File: src/rtl/outport_uart_tx_if.sv
// Host-side bundle for the UART output port: write strobe and data in,
// serial line plus FIFO status out.
interface outport_uart_tx_if #(
  parameter int FIFO_DEPTH = 4
);
  localparam int LEVEL_W = $clog2(FIFO_DEPTH) + 1;

  logic               in_write;
  logic [31:0]        in_data;
  logic               out_tx;
  logic               out_busy;
  logic               out_full;
  logic [LEVEL_W-1:0] out_level;
  logic               out_overflow;

  modport master (
    output in_write, in_data,
    input  out_tx, out_busy, out_full, out_level, out_overflow
  );

  modport slave (
    input  in_write, in_data,
    output out_tx, out_busy, out_full, out_level, out_overflow
  );
endinterface

File: src/rtl/outport_uart_tx.sv
// 32-bit output port drained over an 8N1 UART line, bytes LSB-first,
// buffered by a small word FIFO with a sticky overflow flag.
module outport_uart_tx #(
  parameter int CLKS_PER_BIT = 434,
  parameter int FIFO_DEPTH   = 4
) (
  input  logic               clk,
  input  logic               reset,
  outport_uart_tx_if.slave   bus
);
  localparam int LEVEL_W = $clog2(FIFO_DEPTH) + 1;
  localparam int PTR_W   = $clog2(FIFO_DEPTH);
  localparam int BAUD_W  = $clog2(CLKS_PER_BIT);
  localparam logic [BAUD_W-1:0] BAUD_RELOAD = BAUD_W'(CLKS_PER_BIT - 1);

  typedef enum logic [1:0] {IDLE, START, DATA, STOP} state_t;

  // FIFO
  logic [31:0]        mem [FIFO_DEPTH];
  logic [PTR_W-1:0]   wr_ptr, rd_ptr;
  logic [LEVEL_W-1:0] count;
  logic               overflow;
  logic               full, empty, push, pop;

  assign full  = (count == LEVEL_W'(FIFO_DEPTH));
  assign empty = (count == '0);
  // A write into a full FIFO still fits when the FSM frees a slot this cycle.
  assign push  = bus.in_write && (!full || pop);

  // NOTE: sequential state uses non-blocking assignments so every register
  // samples the pre-edge values, independent of block ordering.
  always_ff @(posedge clk or posedge reset) begin
    if (reset) begin
      wr_ptr   <= '0;
      rd_ptr   <= '0;
      count    <= '0;
      overflow <= 1'b0;
    end else begin
      if (push) wr_ptr <= wr_ptr + PTR_W'(1);
      if (pop)  rd_ptr <= rd_ptr + PTR_W'(1);
      case ({push, pop})
        2'b10:   count <= count + LEVEL_W'(1);
        2'b01:   count <= count - LEVEL_W'(1);
        default: count <= count;
      endcase
      if (bus.in_write && !push) overflow <= 1'b1;
    end
  end

  // NOTE: storage is deliberately left out of reset; emptiness is tracked by
  // count, so stale words are never read and the array maps onto plain RAM.
  always_ff @(posedge clk) begin
    if (push) mem[wr_ptr] <= bus.in_data;
  end

  // Transmitter
  state_t            state, state_n;
  logic [BAUD_W-1:0] baud_cnt, baud_n;
  logic [2:0]        bit_idx, bit_n;
  logic [1:0]        byte_idx, byte_n;
  logic [31:0]       shreg, shreg_n;
  logic              tx, tx_n;
  logic [7:0]        cur_byte;
  logic              baud_done;

  assign baud_done = (baud_cnt == '0);

  always_ff @(posedge clk or posedge reset) begin
    if (reset) begin
      state    <= IDLE;
      baud_cnt <= '0;
      bit_idx  <= '0;
      byte_idx <= '0;
      shreg    <= '0;
      tx       <= 1'b1;
    end else begin
      state    <= state_n;
      baud_cnt <= baud_n;
      bit_idx  <= bit_n;
      byte_idx <= byte_n;
      shreg    <= shreg_n;
      tx       <= tx_n;
    end
  end

  // NOTE: every output of this block gets a default first, so no path
  // leaves a signal unassigned and no latch is inferred.
  always_comb begin
    state_n  = state;
    baud_n   = baud_cnt;
    bit_n    = bit_idx;
    byte_n   = byte_idx;
    shreg_n  = shreg;
    pop      = 1'b0;

    case (state)
      IDLE: begin
        if (!empty) begin
          pop     = 1'b1;
          shreg_n = mem[rd_ptr];
          byte_n  = '0;
          baud_n  = BAUD_RELOAD;
          state_n = START;
        end
      end
      START: begin
        if (baud_done) begin
          baud_n  = BAUD_RELOAD;
          bit_n   = '0;
          state_n = DATA;
        end else begin
          baud_n = baud_cnt - BAUD_W'(1);
        end
      end
      DATA: begin
        if (baud_done) begin
          baud_n = BAUD_RELOAD;
          if (bit_idx == 3'd7) state_n = STOP;
          else                 bit_n   = bit_idx + 3'd1;
        end else begin
          baud_n = baud_cnt - BAUD_W'(1);
        end
      end
      STOP: begin
        if (baud_done) begin
          baud_n = BAUD_RELOAD;
          if (byte_idx < 2'd3) begin
            // Next byte starts immediately; the low byte is always the one on the line.
            byte_n  = byte_idx + 2'd1;
            shreg_n = shreg >> 8;
            state_n = START;
          end else begin
            state_n = IDLE;
          end
        end else begin
          baud_n = baud_cnt - BAUD_W'(1);
        end
      end
      default: state_n = IDLE;
    endcase

    // Line level is registered from the next state so out_tx has no input path.
    cur_byte = shreg_n[7:0];
    case (state_n)
      START:   tx_n = 1'b0;
      DATA:    tx_n = cur_byte[bit_n];
      default: tx_n = 1'b1;
    endcase
  end

  assign bus.out_tx       = tx;
  assign bus.out_busy     = (state != IDLE);
  assign bus.out_full     = full;
  assign bus.out_level    = count;
  assign bus.out_overflow = overflow;
endmodule

File: src/flat_wrapper.sv
// flat-port wrapper written by rule: the top's interface ports become plain ports
module outport_uart_tx_flat 
#(
  parameter int CLKS_PER_BIT = 434,
  parameter int FIFO_DEPTH   = 4
)
  (clk, reset, bus_in_write, bus_in_data, bus_out_tx, bus_out_busy, bus_out_full, bus_out_level, bus_out_overflow);
  outport_uart_tx_if #(.FIFO_DEPTH(FIFO_DEPTH)) bus_i ();
  input  logic clk;
  input  logic reset;
  input wire logic [$bits(bus_i.in_write)-1:0] bus_in_write;
  input wire logic [$bits(bus_i.in_data)-1:0] bus_in_data;
  output wire logic [$bits(bus_i.out_tx)-1:0] bus_out_tx;
  output wire logic [$bits(bus_i.out_busy)-1:0] bus_out_busy;
  output wire logic [$bits(bus_i.out_full)-1:0] bus_out_full;
  output wire logic [$bits(bus_i.out_level)-1:0] bus_out_level;
  output wire logic [$bits(bus_i.out_overflow)-1:0] bus_out_overflow;
  assign bus_i.in_write = bus_in_write;
  assign bus_i.in_data = bus_in_data;
  assign bus_out_tx = bus_i.out_tx;
  assign bus_out_busy = bus_i.out_busy;
  assign bus_out_full = bus_i.out_full;
  assign bus_out_level = bus_i.out_level;
  assign bus_out_overflow = bus_i.out_overflow;
  outport_uart_tx #(.CLKS_PER_BIT(CLKS_PER_BIT), .FIFO_DEPTH(FIFO_DEPTH)) u_core (.clk(clk), .reset(reset), .bus(bus_i));
endmodule
File: config.mk
export PLATFORM = sky130hd
export DESIGN_NAME = outport_uart_tx_flat
export DESIGN_NICKNAME = d
export VERILOG_FILES = /design/src/rtl/outport_uart_tx_if.sv /design/src/rtl/outport_uart_tx.sv /design/src/flat_wrapper.sv
export SDC_FILE = /design/constraint.sdc
export NUM_CORES = 1
export LEC_CHECK = 0
export BUFFER_PORTS_ARGS = -buffer_cell sky130_fd_sc_hd__buf_2
export CORE_AREA = 4 4 205 107
export CTS_BUF_LIST = sky130_fd_sc_hd__clkbuf_4
export CTS_CLUSTER_DIAMETER = 80
export CTS_CLUSTER_SIZE = 24
export DETAILED_ROUTE_END_ITERATION = 16
export DIE_AREA = 0 0 209 111
export REMOVE_ABC_BUFFERS = 1
export SLEW_MARGIN = 40
export SYNTH_ARGS = -nofsm -noshare
export SYNTH_HDL_FRONTEND = slang
export SYNTH_SLANG_ARGS = --single-unit
File: constraint.sdc
create_clock -name clk -period 3.1 [get_ports clk]
set_input_delay 0.465 -clock clk [delete_from_list [all_inputs] [get_ports clk]]
set_output_delay 0.465 -clock clk [all_outputs]
set_load 0.005 [all_outputs]
# Yosys cells after proc, flatten, opt, wreduce, memory -nomap -nowiden
# Memory sizes are Yosys's and may differ from the RTL's.
# Cells that the tools add are included.
# classes
reduce_logical	13
n_mux	30
magnitude_cmp	2
n_eq_ne	12
add_sub_neg	7
# ops
op	n
two-way mux 32 bit	3
case mux 32 bit (2 select lines)	1
two-way mux 9 bit	2
case mux 9 bit (2 select lines)	1
two-way mux 2 bit	8
case mux 3 bit (2 select lines)	2
logical NOT 9 bit	1
two-way mux 3 bit	3
subtractor 9 x 1 -> 9 bit, second input constant	1
== test 2 bit, second input constant	4
case mux 2 bit (4 select lines)	1
adder 2 x 1 -> 2 bit, second input constant	3
adder 3 x 1 -> 3 bit, second input constant	2
== test 2 x 1 -> 1 bit, second input constant	3
== test 3 bit, second input constant	2
two-way mux 1 bit	6
nonzero test 2 bit	3
< comparator 3 x 4 -> 1 bit, second input constant	1
inequality test 2 x 1 -> 1 bit, second input constant	2
case mux 2 bit (2 select lines)	1
AND reduction 4 bit	1
binary-select mux 1 bit (select 3 bit)	1
logical NOT 3 bit	1
OR reduction 3 bit	1
other kinds (8)	10
# word_totals
register_bits	57
output_inout_bits	7
word_cells	76
memories	1
ram_bits	128
# memory_table
name	depth	word_bits	read_ports	rd_ports_with_merged_regs	wr	line	rtl
u_core.mem	4	32	1	0	1	outport_uart_tx.sv:19	logic [31:0] mem [FIFO_DEPTH];

# Depth between registers and ports, before layout
# logic_depth
depth_word	7
ltp_mapped	10
mapped_depth_nobuf	10

# Least setup slack after synthesis
# No wires, ideal clock.
# synth_timing
path_kind	register -> register
start	register u_core.state[0]
end	memory u_core.mem[0][0], enable pin
setup_time_ns	0.392
slack_ns	0.557
stages_incl_launch_ff	8
synth_period_minus_slack_ns	2.543
path_buffers	1
t_arrival_ns	2.151
cell_sequence	dfrtp_1 -> inv_1 -> ha_1 -> inv_1 -> and2_1 -> nor2b_1 -> clkbuf_1 -> and2_1
# synth_between
elab_chain_len	6
# synth_lines
item	line	rtl
from (decl)	outport_uart_tx.sv:57	state_t state, state_n;
from (signal assigned)	outport_uart_tx.sv:77	state <= state_n;
logical NOT 2 bit	outport_uart_tx.sv:96	case (state)
two-way mux 1 bit	outport_uart_tx.sv:96	
logical OR 1 bit	outport_uart_tx.sv:28	assign push = bus.in_write && (!full || pop);
logical AND 1 bit	outport_uart_tx.sv:28	
two-way mux 1 bit	outport_uart_tx.sv:53	if (push) mem[wr_ptr] <= bus.in_data;
two-way mux 1 bit (not written as such)	outport_uart_tx.sv:53	
to (decl)	outport_uart_tx.sv:19	
# Every way passes these cells.

# Worst setup path after layout
# layout_timing
start	register u_core.state[0]
end	register u_core.tx (netlist: u_core.bus.out_tx)
# layout_between
elab_chain_len	5
word_cells_on_any_way	17
classes_between	eq/ne: 5; mux: 11; reduce/logical: 1
# layout_lines
item	line	rtl
== test 2 bit or logical NOT 2 bit (tied branches)	outport_uart_tx.sv:96	
case mux 32 bit (2 select lines) *	outport_uart_tx.sv:96	
via u_core.shreg_n[1]	outport_uart_tx.sv:61	logic [31:0] shreg, shreg_n;
binary-select mux 1 bit (select 3 bit) *	outport_uart_tx.sv:146	DATA: tx_n = cur_byte[bit_n];
two-way mux 1 bit (not written as such) *	outport_uart_tx.sv:146	
case mux 1 bit (2 select lines) *	outport_uart_tx.sv:144	case (state_n)
via u_core.tx_n	outport_uart_tx.sv:62	logic tx, tx_n;
to (signal assigned)	outport_uart_tx.sv:82	tx <= tx_n;
to (decl)	outport_uart_tx.sv:62	
# The timed path passes the listed nets; every way through them passes the cells marked *. The select of a mux whose other input is x is not followed.
# A chain may end at the register's enable or synchronous reset.

==> impl_metrics.env <==
export IMPL_finalClockSkew_ns=0.0228
export IMPL_cts_buffers=17
export IMPL_drv_slew=0
export IMPL_min_from="bus_in_data[13]"
export IMPL_antenna_left=0
export IMPL_cp_max_fo=14
export IMPL_synth_avg_cell_area_um2=16.3
export IMPL_antenna_found_initial=0
export IMPL_fp_dieW_um=209
export IMPL_port_buffers=41
export IMPL_synth_cell_types=52
export IMPL_overflow=0
export IMPL_start_util_pct=37.4
export IMPL_fin_crit_ns=2.88
export IMPL_drive_gt1_share_pct=25.7
export IMPL_wl_per_cell_um=18.8
export IMPL_critPathCaptureType="flop"
export IMPL_grt_pass1_wl_um=24400
export IMPL_crit_type="reg -> reg"
export IMPL_cpPeakStageDelay_ns=0.68
export IMPL_hpwlAfterDp_um=10200
export IMPL_cp_required_ns=3.56
export IMPL_final_cell_mix="128 x edfxtp_1, 55 x dfrtp_1, 45 x nand2_1"
export IMPL_arrival_ns=3.34
export IMPL_rows=37
export IMPL_setup_viol=0
export IMPL_hp_class="in -> reg"
export IMPL_synth_edff_count=128
export IMPL_drcViolationCount=0
export IMPL_whs_ns=0.113
export IMPL_grt_max_degree=39
export IMPL_syn_inst=465
export IMPL_fp_dieArea_um2=23200
export IMPL_cap_violations=0
export IMPL_clk_pin_slew_worst_paths_ns=0.15
export IMPL_holdPathEnd="u_core.mem[3][13]"
export IMPL_dr_pass1_iters=6
export IMPL_ff2ff_setup_slack_ns=0.22
export IMPL_synth_seq_cells=185
export IMPL_grt_pass1_vias=4298
export IMPL_vias=4222
export IMPL_r2r_end="u_core.bus.out_tx"
export IMPL_critPathLaunchType="flop"
export IMPL_worst_slew_pin_transition_ns=0.771
export IMPL_synth_async_reset_ratio_pct=30.8
export IMPL_layout_commonest_cell="edfxtp_1"
export IMPL_antennaDiodeCount=0
export IMPL_final_nets=572
export IMPL_root_buffer="clkbuf_4"
export IMPL_fin_crit_sh_pct=92.9
export IMPL_cp_slowest_cell="ha_1"
export IMPL_regToRegStartpoint="u_core.state[0]"
export IMPL_leakagePower_nw=3.13
export IMPL_wl_um=15200
export IMPL_slew_headroom_pct=48.1
export IMPL_syn_area_um2=7560
export IMPL_cts_setup_buffers=0
export IMPL_ioPinCount=42
export IMPL_synth_seq_area_share_pct=69.8
export IMPL_peakVddDrop_uv=341
export IMPL_whs_path_depth=1
export IMPL_path_cells="inv_1 -> ha_1 -> nor2_1 -> and4_1 -> a22o_1 -> a21o_1 -> mux2_2 -> a311oi_1 -> a32oi_1"
export IMPL_cts_buffer_depth=2
export IMPL_clock_tree_htree_level_count=4
export IMPL_rr_worst_depth=9
export IMPL_area_growth_pct=12.7
export IMPL_clock_fmax_mhz=347
export IMPL_die_y_um=111
export IMPL_power_mw=7.62
export IMPL_status="completed"
export IMPL_tritoncts="built"
export IMPL_final_hold_violation_count=0
export IMPL_dr_first_iter_drc_count=298
export IMPL_dpl_instance_area_um2=8240
export IMPL_clock_sinks=185
export IMPL_powerDensity_nw_per_um2=895
export IMPL_post_route_util_pct=42.2
export IMPL_yosysWarningCount=0
export IMPL_viasPerCell=5.21
export IMPL_core_region_area_um2=20200
export IMPL_ctsResizeCount=0
export IMPL_grt_setup_unrepaired="false"
export IMPL_clk_latency_ns=0.55
export IMPL_grtUsageTotal_pct=13.7
export IMPL_finalInstanceArea_um2=8520
export IMPL_gp_congestion=0.892
export IMPL_synthFlopType="edfxtp_1"
cell type report:
class / count / area, um^2
clock buffer: 18 / 135
clock inverter: 14 / 133
fill: 1845 / 11700
inverter: 15 / 57.6
multi-input combinational: 243 / 2150
sequential: 185 / 5270
tap: 273 / 342
timing repair buffer: 62 / 430
power breakdown:
group	internal [mW]	leakage [nW]	total [mW]	switching, mW
clock network	0.481	0.153	1.27	0.791
logic	1.18	1.07	2.78	1.60
registers	3.29	1.90	3.57	0.289
how the worst max path moves through the flow:
stage	cells past startpoint	to	from	slack (ns)
finish	9	u_core.bus.out_tx	u_core.state[0]	0.22
global route	9	u_core.bus.out_tx	u_core.baud_cnt[0]	0.005
CTS	9	u_core.bus.out_tx	u_core.state[0]	0.27
detailed placement	9	u_core.bus.out_tx	u_core.state[0]	0.33
global placement	7	u_core.bus.out_tx	u_core.state[0]	0.35
floorplan	7	u_core.shreg[25]	u_core.baud_cnt[0]	-1.29
sequential cells by signal, indices dropped and copies added (netlist names):
name,flops
u_core.bus.out_level,3
u_core.byte_idx,2
u_core.bit_idx,3
u_core.mem,128
u_core.state,2
u_core.rd_ptr,2
u_core.shreg,32
u_core.baud_cnt,9
u_core.bus.out_overflow,1
u_core.wr_ptr,2
u_core.bus.out_tx,1
worst max-delay path: cells and delay by family, from the launching register on:
kind | cells | cell delay (ns)
compound gates | 4 | 0.86
buf+inv | 1 | 0.13
simple gates | 2 | 0.40
mux | 1 | 0.26
flops | 1 | 0.46
fa+ha+maj | 1 | 0.68
through the flow:
| step | TNS [ns] | worst slack, ns | cells |
|---|---|---|---|
| after global routing | 0 | 0.00507 | 810 |
| after CTS | 0 | 0.271 | 809 |
| after detailed placement | 0 | 0.325 | 777 |
| after floorplan | -30.22 | -1.29 | 443 |
| final | 0 | 0.220 | 810 |
| after global placement | 0 | 0.349 | 775 |
what timing repair did:
action,4_1_cts,5_1_grt
endpoints found under the setup margin,0,0
hold buffers,0,1
endpoints found under the hold margin,0,36
Yosys cell counts, types with 3 or more instances:
library cell    n  area (um^2)
a21o_1         10         75.1
a21oi_1         4         20.0
a22o_1          7         61.3
a22oi_1        19          143
and2_1          6         37.5
buf_2           6         30.0
clkbuf_1       15         56.3
dfrtp_1        56         1400
edfxtp_1      128         3840
ha_1           12          150
inv_1          15         56.3
mux2_2          3         33.8
mux4_2         32          721
nand2_1        45          169
nand4_1         3         18.8
nor2_1         20         75.1
nor3_1          3         15.0
nor4_1          3         18.8
o21ai_0        14         70.1
o31ai_1        18          135
xnor2_1         9         78.8
logic make-up after synthesis:
logic type | share of synthesized area, %
compound gates | 8.78
xor+xnor | 1.16
fa+ha+maj | 2.25
buf+inv | 1.99
flops | 69.8
mux | 10.2
simple gates | 5.83
metal layers:
| layer | track usage [%] | vias up | routed length [um] |
|---|---|---|---|
| met5 | 0 | - | 0 |
| met4 | 3.34 | 0 | 87 |
| met3 | 3.96 | 7 | 900 |
| met2 | 19.6 | 119 | 6630 |
| met1 | 20.7 | 2162 | 7610 |
| li1 | - | 1934 | - |
Note: power is estimated with default switching activity, not from simulation.
